### config.mk
export PLATFORM = sky130hd
export DESIGN_NAME = tx_len_pattern_gen
export DESIGN_NICKNAME = d
export VERILOG_FILES = /design/src/rtl/tx_len_pattern_gen_pkg.sv /design/src/rtl/tx_len_pattern_gen_pattern_word_gen.sv /design/src/rtl/tx_len_pattern_gen.sv
export SDC_FILE = /design/constraint.sdc
export NUM_CORES = 1
export LEC_CHECK = 0
export BUFFER_PORTS_ARGS = -buffer_cell sky130_fd_sc_hd__buf_4
export CORE_MARGIN = 2
export CORE_UTILIZATION = 65
export DETAILED_ROUTE_END_ITERATION = 12
export PLACE_DENSITY = 0.85
export SYNTH_ARGS = -nofsm -noshare
export SYNTH_HDL_FRONTEND = slang
export SYNTH_HIERARCHICAL = 1
export SYNTH_SLANG_ARGS = --single-unit
### constraint.sdc
create_clock -name clk -period 9.7 [get_ports clk]
set_input_delay 0.97 -clock clk [delete_from_list [all_inputs] [get_ports clk]]
set_output_delay 0.97 -clock clk [all_outputs]
set_load 0.005 [all_outputs]
### src/rtl/tx_len_pattern_gen_pkg.sv
// -----------------------------------------------------------------------------
// tx_len_pattern_gen_pkg
//   Shared definitions for the length-driven pattern generator:
//   - pattern mode codes (mode byte, low two bits)
//   - top-level FSM state encoding
//   - LFSR seed and single-step function
//   - command frame length (1 mode byte + 4 length bytes)
// -----------------------------------------------------------------------------
package tx_len_pattern_gen_pkg;

    // Mode 3 is reserved and falls through to the incrementing pattern.
    localparam logic [1:0] MODE_INC   = 2'd0;
    localparam logic [1:0] MODE_CONST = 2'd1;
    localparam logic [1:0] MODE_LFSR  = 2'd2;

    typedef enum logic {
        S_CMD  = 1'b0,
        S_SEND = 1'b1
    } state_t;

    localparam logic [7:0]  LFSR_SEED = 8'h01;
    localparam int unsigned CMD_BYTES = 5;

    // Fibonacci LFSR8: shift left, feedback taps 7,5,4,3 enter at bit 0.
    function automatic logic [7:0] lfsr8_step(input logic [7:0] s);
        return {s[6:0], s[7] ^ s[5] ^ s[4] ^ s[3]};
    endfunction

endpackage

### src/rtl/tx_len_pattern_gen_pattern_word_gen.sv
// -----------------------------------------------------------------------------
// tx_len_pattern_gen_pattern_word_gen
//   Combinational unroll of OB pattern bytes starting from a given stream
//   position. Lane 0 holds the earliest byte. The caller masks unused lanes
//   of a final partial word.
// Ports
//   mode       in   2      pattern mode (MODE_INC / MODE_CONST / MODE_LFSR)
//   idx        in   8      stream byte index of lane 0, modulo 256
//   lfsr       in   8      LFSR state that produces lane 0
//   word       out  8*OB   OB pattern bytes
//   idx_next   out  8      index of the byte after the last lane
//   lfsr_next  out  8      LFSR state after OB steps
// -----------------------------------------------------------------------------
module tx_len_pattern_gen_pattern_word_gen
    import tx_len_pattern_gen_pkg::*;
#(
    parameter int OB = 4
) (
    input  logic [1:0]      mode,
    input  logic [7:0]      idx,
    input  logic [7:0]      lfsr,
    output logic [8*OB-1:0] word,
    output logic [7:0]      idx_next,
    output logic [7:0]      lfsr_next
);

    always_comb begin
        logic [7:0] idx_v;
        logic [7:0] lfsr_v;
        // NOTE: blocking assignments here chain the per-lane index/LFSR
        // updates within one evaluation; each lane sees the previous lane's value.
        idx_v  = idx;
        lfsr_v = lfsr;
        word   = '0;
        for (int b = 0; b < OB; b++) begin
            case (mode)
                MODE_CONST: word[8*b +: 8] = 8'hFF;
                MODE_LFSR:  word[8*b +: 8] = lfsr_v;
                default:    word[8*b +: 8] = idx_v;
            endcase
            idx_v  = idx_v + 8'd1;
            lfsr_v = lfsr8_step(lfsr_v);
        end
        idx_next  = idx_v;
        lfsr_next = lfsr_v;
    end

endmodule

### src/rtl/tx_len_pattern_gen.sv
// -----------------------------------------------------------------------------
// tx_len_pattern_gen
//   Receives a 5-byte command {mode, len[7:0], len[15:8], len[23:16],
//   len[31:24]} on an 8-bit AXI-stream and emits exactly len pattern bytes
//   on an OB = 2^OW_EW byte AXI-stream with tkeep/tlast.
//   Optional feature macro: TX_LEN_GEN_CMD_TIMEOUT_EN -- discards a partial
//   command after TIMEOUT_CYCLES idle cycles to realign command framing.
// Ports
//   clk       in   1      clock
//   rst       in   1      asynchronous reset, active-high
//   i_tready  out  1      command byte accept (high in S_CMD)
//   i_tvalid  in   1      command byte valid
//   i_tdata   in   8      command byte
//   o_tready  in   1      downstream ready
//   o_tvalid  out  1      output word valid
//   o_tdata   out  8*OB   output word, stream byte order from lane 0 up
//   o_tkeep   out  OB     byte enables
//   o_tlast   out  1      final word of the burst
//   busy      out  1      high in S_SEND
// -----------------------------------------------------------------------------
module tx_len_pattern_gen
    import tx_len_pattern_gen_pkg::*;
#(
    parameter int OW_EW          = 2,
    parameter int TIMEOUT_CYCLES = 1000000
) (
    input  logic                      clk,
    input  logic                      rst,
    output logic                      i_tready,
    input  logic                      i_tvalid,
    input  logic [7:0]                i_tdata,
    input  logic                      o_tready,
    output logic                      o_tvalid,
    output logic [8*(1<<OW_EW)-1:0]   o_tdata,
    output logic [(1<<OW_EW)-1:0]     o_tkeep,
    output logic                      o_tlast,
    output logic                      busy
);

    localparam int         OB       = 1 << OW_EW;
    localparam logic [2:0] CMD_LAST = 3'(CMD_BYTES - 1);

    if (OW_EW < 0 || OW_EW > 4) begin : g_bad_ow_ew
        $error("OW_EW must be in 0..4");
    end
    if (TIMEOUT_CYCLES < 1) begin : g_bad_timeout
        $error("TIMEOUT_CYCLES must be at least 1");
    end

    state_t           state_q, state_d;
    logic [2:0]       cnt_q, cnt_d;
    logic [1:0]       mode_q, mode_d;
    logic [23:0]      len_lo_q, len_lo_d;
    logic [31:0]      remaining_q, remaining_d;
    logic [7:0]       idx_q, idx_d;
    logic [7:0]       lfsr_q, lfsr_d;
    logic             o_tvalid_q, o_tvalid_d;
    logic [8*OB-1:0]  o_tdata_q, o_tdata_d;
    logic [OB-1:0]    o_tkeep_q, o_tkeep_d;
    logic             o_tlast_q, o_tlast_d;

`ifdef TX_LEN_GEN_CMD_TIMEOUT_EN
    localparam int             TMO_W    = $clog2(TIMEOUT_CYCLES + 1);
    localparam logic [TMO_W-1:0] TMO_LAST = TMO_W'(TIMEOUT_CYCLES - 1);
    logic [TMO_W-1:0] tmo_q, tmo_d;
`endif

    // Pattern source: idx_q/lfsr_q sit at 0/seed whenever in S_CMD, so the
    // first word of every command starts the pattern afresh.
    logic [8*OB-1:0] gen_word;
    logic [7:0]      gen_idx_next;
    logic [7:0]      gen_lfsr_next;

    tx_len_pattern_gen_pattern_word_gen #(
        .OB (OB)
    ) u_word_gen (
        .mode      (mode_q),
        .idx       (idx_q),
        .lfsr      (lfsr_q),
        .word      (gen_word),
        .idx_next  (gen_idx_next),
        .lfsr_next (gen_lfsr_next)
    );

    // Next output word: in S_CMD the byte count is the length arriving now,
    // in S_SEND it is the count of bytes not yet loaded into the output.
    logic [31:0]     load_rem;
    logic [31:0]     rem_after;
    logic [OB-1:0]   load_keep;
    logic [8*OB-1:0] load_data;
    logic            load_last;

    always_comb begin
        load_rem  = (state_q == S_CMD) ? {i_tdata, len_lo_q} : remaining_q;
        load_keep = '0;
        load_data = '0;
        for (int i = 0; i < OB; i++) begin
            if (load_rem > 32'(i)) begin
                load_keep[i]       = 1'b1;
                load_data[8*i +: 8] = gen_word[8*i +: 8];
            end
        end
        load_last = (load_rem <= 32'(OB));
        rem_after = load_last ? 32'd0 : load_rem - 32'(OB);
    end

    always_comb begin
        // NOTE: every _d starts from its _q, so no path leaves a variable
        // unassigned and no latch is inferred.
        state_d     = state_q;
        cnt_d       = cnt_q;
        mode_d      = mode_q;
        len_lo_d    = len_lo_q;
        remaining_d = remaining_q;
        idx_d       = idx_q;
        lfsr_d      = lfsr_q;
        o_tvalid_d  = o_tvalid_q;
        o_tdata_d   = o_tdata_q;
        o_tkeep_d   = o_tkeep_q;
        o_tlast_d   = o_tlast_q;
`ifdef TX_LEN_GEN_CMD_TIMEOUT_EN
        tmo_d       = '0;
`endif

        unique case (state_q)
            S_CMD: begin
                if (i_tvalid) begin
                    unique case (cnt_q)
                        3'd0: mode_d          = i_tdata[1:0];
                        3'd1: len_lo_d[7:0]   = i_tdata;
                        3'd2: len_lo_d[15:8]  = i_tdata;
                        3'd3: len_lo_d[23:16] = i_tdata;
                        default: ;
                    endcase
                    if (cnt_q == CMD_LAST) begin
                        cnt_d = '0;
                        // A zero length completes the command with no output.
                        if (load_rem != 32'd0) begin
                            state_d     = S_SEND;
                            o_tvalid_d  = 1'b1;
                            o_tdata_d   = load_data;
                            o_tkeep_d   = load_keep;
                            o_tlast_d   = load_last;
                            remaining_d = rem_after;
                            idx_d       = gen_idx_next;
                            lfsr_d      = gen_lfsr_next;
                        end
                    end else begin
                        cnt_d = cnt_q + 3'd1;
                    end
                end
`ifdef TX_LEN_GEN_CMD_TIMEOUT_EN
                else if (cnt_q != 3'd0) begin
                    // Idle with a partial command: discard it on expiry.
                    if (tmo_q == TMO_LAST) begin
                        cnt_d = '0;
                    end else begin
                        tmo_d = tmo_q + TMO_W'(1);
                    end
                end
`endif
            end

            S_SEND: begin
                if (o_tready && o_tvalid_q) begin
                    if (o_tlast_q) begin
                        state_d     = S_CMD;
                        o_tvalid_d  = 1'b0;
                        o_tdata_d   = '0;
                        o_tkeep_d   = '0;
                        o_tlast_d   = 1'b0;
                        remaining_d = '0;
                        idx_d       = '0;
                        lfsr_d      = LFSR_SEED;
                    end else begin
                        o_tdata_d   = load_data;
                        o_tkeep_d   = load_keep;
                        o_tlast_d   = load_last;
                        remaining_d = rem_after;
                        idx_d       = gen_idx_next;
                        lfsr_d      = gen_lfsr_next;
                    end
                end
            end
        endcase
    end

    // NOTE: state registers use non-blocking assignments so all flops update
    // from pre-edge values regardless of block evaluation order.
    always_ff @(posedge clk or posedge rst) begin
        if (rst) begin
            state_q     <= S_CMD;
            cnt_q       <= '0;
            mode_q      <= MODE_INC;
            len_lo_q    <= '0;
            remaining_q <= '0;
            idx_q       <= '0;
            lfsr_q      <= LFSR_SEED;
            o_tvalid_q  <= 1'b0;
            o_tdata_q   <= '0;
            o_tkeep_q   <= '0;
            o_tlast_q   <= 1'b0;
`ifdef TX_LEN_GEN_CMD_TIMEOUT_EN
            tmo_q       <= '0;
`endif
        end else begin
            state_q     <= state_d;
            cnt_q       <= cnt_d;
            mode_q      <= mode_d;
            len_lo_q    <= len_lo_d;
            remaining_q <= remaining_d;
            idx_q       <= idx_d;
            lfsr_q      <= lfsr_d;
            o_tvalid_q  <= o_tvalid_d;
            o_tdata_q   <= o_tdata_d;
            o_tkeep_q   <= o_tkeep_d;
            o_tlast_q   <= o_tlast_d;
`ifdef TX_LEN_GEN_CMD_TIMEOUT_EN
            tmo_q       <= tmo_d;
`endif
        end
    end

    assign i_tready = (state_q == S_CMD);
    assign busy     = (state_q == S_SEND);
    assign o_tvalid = o_tvalid_q;
    assign o_tdata  = o_tdata_q;
    assign o_tkeep  = o_tkeep_q;
    assign o_tlast  = o_tlast_q;

endmodule

# [Yosys cells after proc, flatten, opt, wreduce, memory -nomap -nowiden]
# Index checks and enable logic that the tools add are counted.
[op_classes] div=0 mux=63 eq_ne=11 shift=0 n_mul=0 n_reduce_logical=10 order_cmp=5 n_bitwise=13 addsub=6
[ops] cell="32-bit 2-to-1 mux" n=12
[ops] cell="32-bit case mux with 2 select lines" n=2
[ops] cell="8-bit 2-to-1 mux" n=14
[ops] cell="8-bit case mux with 2 select lines" n=6
[ops] cell="32-bit by 1-bit > comparator with 1-bit output (second input constant)" n=2
[ops] cell="32-bit by 2-bit > comparator with 1-bit output (second input constant)" n=2
[ops] cell="8-bit by 1-bit adder with 8-bit output (second input constant)" n=4
[ops] cell="32-bit by 3-bit less-or-equal comparator with 1-bit output (second input constant)" n=1
[ops] cell="32-bit nonzero test" n=1
[ops] cell="32-bit by 3-bit subtractor with 32-bit output (second input constant)" n=1
[ops] cell="4-bit 2-to-1 mux" n=5
[ops] cell="1-bit 2-to-1 mux" n=19
[ops] cell="3-bit AND reduction" n=4
[ops] cell="1-bit bitwise XOR" n=12
[ops] cell="2-bit by 1-bit inequality test with 1-bit output (second input constant)" n=5
[ops] cell="4-bit case mux with 2 select lines" n=1
[ops] cell="3-bit by 2-bit equality test with 1-bit output (second input constant)" n=2
[ops] cell="1-bit case mux with 2 select lines" n=3
[ops] cell="5-bit AND reduction" n=1
[ops] cell="4-bit AND reduction" n=1
[ops] cell="3-bit by 1-bit adder with 3-bit output (second input constant)" n=1
[ops] cell="3-bit by 1-bit equality test with 1-bit output (second input constant)" n=1
[ops] cell="3-bit equality test (second input constant)" n=1
[ops] cell="3-bit zero test" n=1
[ops] cell="6 further kinds" n=6
[totals] in_bits=12 output_inout_bits=40 mem_bits_ro=0 ram_bits=0 ff_bits=116 wordCells=121 latch_bits=0 mem_count=0

# [Depth between registers and ports, before layout]
[logic_depth] word_depth=9 depth_mapped=16 ltp_nobuf=11

# [By module]
# Netlist, hierarchy kept.
[modules_own_cells] module="tx_len_pattern_gen" n_inst=1 seq_area_each_um2=2904.0 cells_per_inst=510 area_each_um2=5920.7
[modules_own_cells] module="tx_len_pattern_gen_pattern_word_gen" n_inst=1 seq_area_each_um2=0.0 cells_per_inst=146 area_each_um2=1047.3

# [Worst setup path before layout]
# OpenSTA, ideal clock, no wires.
[synth_path] kind="flip-flop to flip-flop" from="reg state_q (netlist: busy)" to="reg o_tdata_q[10] (netlist: o_tdata[10])" arrival_ns=3.904 slack_ns=5.674 synth_period_minus_slack_ns=4.026 required_ns=9.578 n_path_buf=7 path_stages_with_launch=16 setup_ns=0.122 path_cell_list="dfrtp_1 -> buf_2 -> buf_6 -> buf_2 -> buf_2 -> clkbuf_1 -> buf_1 -> mux2i_1 -> ha_1 -> inv_1 -> a221o_1 -> or3_1 -> nor4b_4 -> nor2_1 -> buf_2 -> a32o_1"
[synth_via] elab_chain_len=7 elab_cells_between_ends=16 cone_classes="order compare (1); eq/ne (4); mux (8); bitwise (1); reduce/logical (2)"
[synth_lines] item="start: declaration" line_no="tx_len_pattern_gen.sv:50" rtl="state_t state_q, state_d;"
[synth_lines] item="start signal: assignment" line_no="tx_len_pattern_gen.sv:207" rtl="state_q <= state_d;"
[synth_lines] item="32-bit 2-to-1 mux" line_no="tx_len_pattern_gen.sv:94" rtl="load_rem = (state_q == S_CMD) ? {i_tdata, len_lo_q} : remaining_q;"
[synth_lines] item="32-bit by 1-bit > comparator with 1-bit output" line_no="tx_len_pattern_gen.sv:98" rtl="if (load_rem > 32'(i)) begin"
[synth_lines] item="8-bit 2-to-1 mux" line_no="tx_len_pattern_gen.sv:98"
[synth_lines] item="32-bit 2-to-1 mux" line_no="tx_len_pattern_gen.sv:138" rtl="if (load_rem != 32'd0) begin"
[synth_lines] item="32-bit 2-to-1 mux" line_no="tx_len_pattern_gen.sv:135" rtl="if (cnt_q == CMD_LAST) begin"
[synth_lines] item="32-bit 2-to-1 mux" line_no="tx_len_pattern_gen.sv:127" rtl="if (i_tvalid) begin"
[synth_lines] item="32-bit case mux with 2 select lines" line_no="tx_len_pattern_gen.sv:125" rtl="unique case (state_q)"
[synth_lines] item="end signal: assignment" line_no="tx_len_pattern_gen.sv:215" rtl="o_tdata_q <= o_tdata_d;"
[synth_lines] item="end: declaration" line_no="tx_len_pattern_gen.sv:58" rtl="logic [8*OB-1:0] o_tdata_q, o_tdata_d;"
# Several ways; a longest one is shown, not always the timed one. The select of a mux whose other input is x is not followed.
# A chain may end at the register's enable or synchronous reset.

# [Final worst setup path]
[layout_path] from="reg state_q (netlist: busy)" to="reg remaining_q[29]"
[layout_via] elab_chain_len=7 elab_cells_between_ends=17 cone_classes="add/sub (1); order compare (1); eq/ne (4); mux (8); bitwise (1); reduce/logical (2)"
[layout_lines] item="32-bit 2-to-1 mux" line_no="tx_len_pattern_gen.sv:94"
[layout_lines] item="32-bit by 3-bit subtractor with 32-bit output or 32-bit by 3-bit less-or-equal comparator with 1-bit output (tied branches)" line_no="tx_len_pattern_gen.sv:104, tx_len_pattern_gen.sv:103"
[layout_lines] item="32-bit 2-to-1 mux" line_no="tx_len_pattern_gen.sv:104" rtl="rem_after = load_last ? 32'd0 : load_rem - 32'(OB);"
[layout_lines] item="32-bit 2-to-1 mux" line_no="tx_len_pattern_gen.sv:138"
[layout_lines] item="32-bit 2-to-1 mux" line_no="tx_len_pattern_gen.sv:135"
[layout_lines] item="32-bit 2-to-1 mux" line_no="tx_len_pattern_gen.sv:127"
[layout_lines] item="32-bit case mux with 2 select lines" line_no="tx_len_pattern_gen.sv:125"
[layout_lines] item="end signal: assignment" line_no="tx_len_pattern_gen.sv:211" rtl="remaining_q <= remaining_d;"
[layout_lines] item="end: declaration" line_no="tx_len_pattern_gen.sv:54" rtl="logic [31:0] remaining_q, remaining_d;"
# Several ways; a longest one is shown, not always the timed one. The select of a mux whose other input is x is not followed.

==> results.md <==
- Outcome: finished clean
- CP Cell Sequence: buf_4 > mux2i_1 > ha_1 > inv_1 > a221o_1 > or3_1 > nor4b_4 > or2_2 > buf_4 > a22o_1
- Post-synth top cells: dfrtp_1 (115), a22o_1 (66), a21oi_1 (41)
- Initial antenna violation count: 0
- Yosys top cell by area: dfrtp_1
- Path category of the worst min-delay check: flop to flop
- Placement Rows: 37
- Slew Viols, Final: 0
- Leakage: ~0.0035 uW
- Max IR drop VDD: between 0.2 and 0.25 mV
- Primary FF master, synth: dfrtp_1
- Number of synthesized flops with an enable pin: 0
- Dpl cells: between 800 and 900
- H-tree depth: 4
- Mean Syn Cell Area: ~11 sq um
- Worst path most repeated cell: buf_4
- Proportion of layout cells with a drive suffix above 1: 0.207
- Area after DPL: 0.00729 sq mm
- Total track usage: 0.332
- Data required, critical path: between 10 and 15 ns
- Global routing usage on met3: 0.0926
- Slowest cell on the critical path: dfrtp_2
- Post-synth top area share: 0.413
- Reg clk slew, reported paths: about 0.060 ns
- CTS tree: yes
- Area of the multi-input gates: ~0.0037 sq mm
- Worst Clk Skew: 0.00705 ns
- Vias/cell: 6.84
- Layout area overhead: 12.8%
- GP Congestion: ~0.98
- Setup_tns: 0 ns
- Power density over the cells: between 300 and 400 mW/mm^2
- Vias: roughly 5.7k
- DR WL/cell: between 20 and 25 microns
- Met2 Use GR: 0.471
- FF/Latch Area: 0.00291 sq mm
- Flops & latches, synth: about 120
- Sequential area share after synthesis: 0.417
- Mapped Area: approximately 0.007 sq mm
- Synth cell types: 81
- Clock Path Buffers: 2
- Core area: slightly above 0.01 sq mm
- Clock sinks: between 100 and 150
- Die area: around 0.012 sq mm
- Remaining antenna violation count: 0
- CP max stage delay: 0.91 ns
- Final wirelength: ~18000 microns
- Nets: 719
- Finish-stage setup viols: 0
- MaxCap Viol Count: 0
- Final Non-Filler Cells: between 800 and 900
- CP Class: flop to flop
- Actual slew at the worst max-slew pin: roughly 1.3 ns
- Design area: about 0.0079 sq mm
- Max-slew headroom: 0.153
- Num CTS Buffers: 17
- Mapped Nets: 684
- First-pass GRT wire length: between 20000 and 30000 microns
- Final Hold Fails: 0
- Drt drc: 0
- DP HPWL: ~12000 microns
- Fillers: just over 700
- Initial DRT Pass Iterations: 7
- Number of global-route vias before repair: 5467
- Final Critical Period: roughly 5.1 ns
- Period utilization: 0.528
- Fmax achieved: 195 MHz
- Ant diodes: 0
- Global route overflow: 0
- Die Ht: 108 microns
- Ports: 52
- Synth async-reset ratio: 1.00
- Hold-fix buffer count after cts: 0
- Worst setup SP type: flop
- Die W: about 110 microns
- Largest cells by area after synthesis: dfrtp_1 (41%), a22o_1 (8.3%), mux2_2 (4.5%)
- Total of cells resized after clock tree synthesis: 0
- Initial DRC count: between 800 and 900
- Unrepaired setup endpoints after global routing: false
- Peak fanout along the critical path: 52
- Most frequent cell after synthesis: dfrtp_1
- M1 GR Usage: 0.495
- Crit end category: flop
- IO buf count: 51
- Clock Tree Root: clkbuf_8
- GR peak layer: met1
- Mapped Cells: between 600 and 700
- Largest net degree at the start of global routing: 66
- CP arrival: approximately 5.6 ns
- Latest clock arrival within the worst-skew pair: about 0.52 ns
- Initial Util: 0.672
- Post-CTS Setup Bufs: 0
- Ys Warns: 6
## layout by cell type (no fill, tap or decap), drive strengths merged, types with 24 or more instances in the layout
cell	count
dfrtp	115
a22o	66
buf	57
a21oi	41
xnor2	36
mux2	29
mux2i	28
nor3	28
nand2	26
inv	24
## cell families after synthesis
group | count (synthesis) | share of synthesized area
adders and majority gates | 16 | 0.0287
DFF | 116 | 0.417
and+or+nand+nor | 170 | 0.147
AOI/OAI and AO/OA | 178 | 0.193
xor gates and xnor gates | 56 | 0.0758
buffers and inverters | 63 | 0.0519
muxes | 57 | 0.0871
## routing by layer
| layer | vias up | part of all wire |
|---|---|---|
| met5 | - | 0 |
| met4 | 0 | 0.025 |
| met3 | 54 | 0.11 |
| met2 | 365 | 0.43 |
| met1 | 2806 | 0.43 |
| li1 | 2522 | - |
## power breakdown
group          switching, uW  total [uW]  internal, uW
sequential               248         945           697
combinational            794        1450           659
clock                    232         598           366
## final cells by class
cell class / count / share of cell area
clock buffers: 17 / 0.0527
clock inverters: 15 / 0.0201
inverters: 22 / 0.0108
multi-input cells: 477 / 0.471
flip-flops and latches: 116 / 0.370
well taps: 136 / 0.0216
repair buffers: 57 / 0.0544
## state kept, by name, summed over array words and instances, names as in the netlist
signal,flops
busy,1
cnt_q,3
idx_q,8
len_lo_q,24
lfsr_q,8
mode_q,2
o_tdata,32
o_tkeep,4
o_tlast,1
o_tvalid,1
remaining_q,32
## worst paths after layout
path	slack, ns	start	cells past startpoint	to
min	0.49	o_tkeep[3]$_DFFE_PP0P_	1	o_tkeep[3]$_DFFE_PP0P_
max	4.58	busy$_DFF_PP0_	10	remaining_q[29]$_DFFE_PP0P_
max reg2reg	4.58	busy$_DFF_PP0_	10	remaining_q[29]$_DFFE_PP0P_
max in group asynchronous	7.87	rst	3	busy$_DFF_PP0_
min in group asynchronous	0.54	rst	2	remaining_q[4]$_DFFE_PP0P_
min reg2reg	0.49	o_tkeep[3]$_DFFE_PP0P_	1	o_tkeep[3]$_DFFE_PP0P_
## critical path: cells and delay by family, from the launching register on
| kind | cells | cell delay, ns |
|---|---|---|
| AOI/OAI and AO/OA | 2 | 0.69 |
| adders and majority gates | 1 | 0.30 |
| buffers and inverters | 3 | 1.24 |
| DFF | 1 | 0.91 |
| muxes | 1 | 0.36 |
| and+or+nand+nor | 3 | 1.52 |
## metrics by stage
step / power [uW] / util / hold slack, ns / worst slack [ns]
final: 3000 / 0.758 / 0.486 / 4.58
after global routing: 3180 / 0.758 / 0.500 / 4.29
after CTS: 2970 / 0.758 / 0.488 / 4.67
after detailed placement: 2340 / 0.703 / 0.472 / 4.73
after global placement: 2280 / 0.703 / 0.467 / 4.91
after floorplan: 2000 / - / 0.474 / 5.66
No activity file was read; power rests on OpenSTA's default activity.
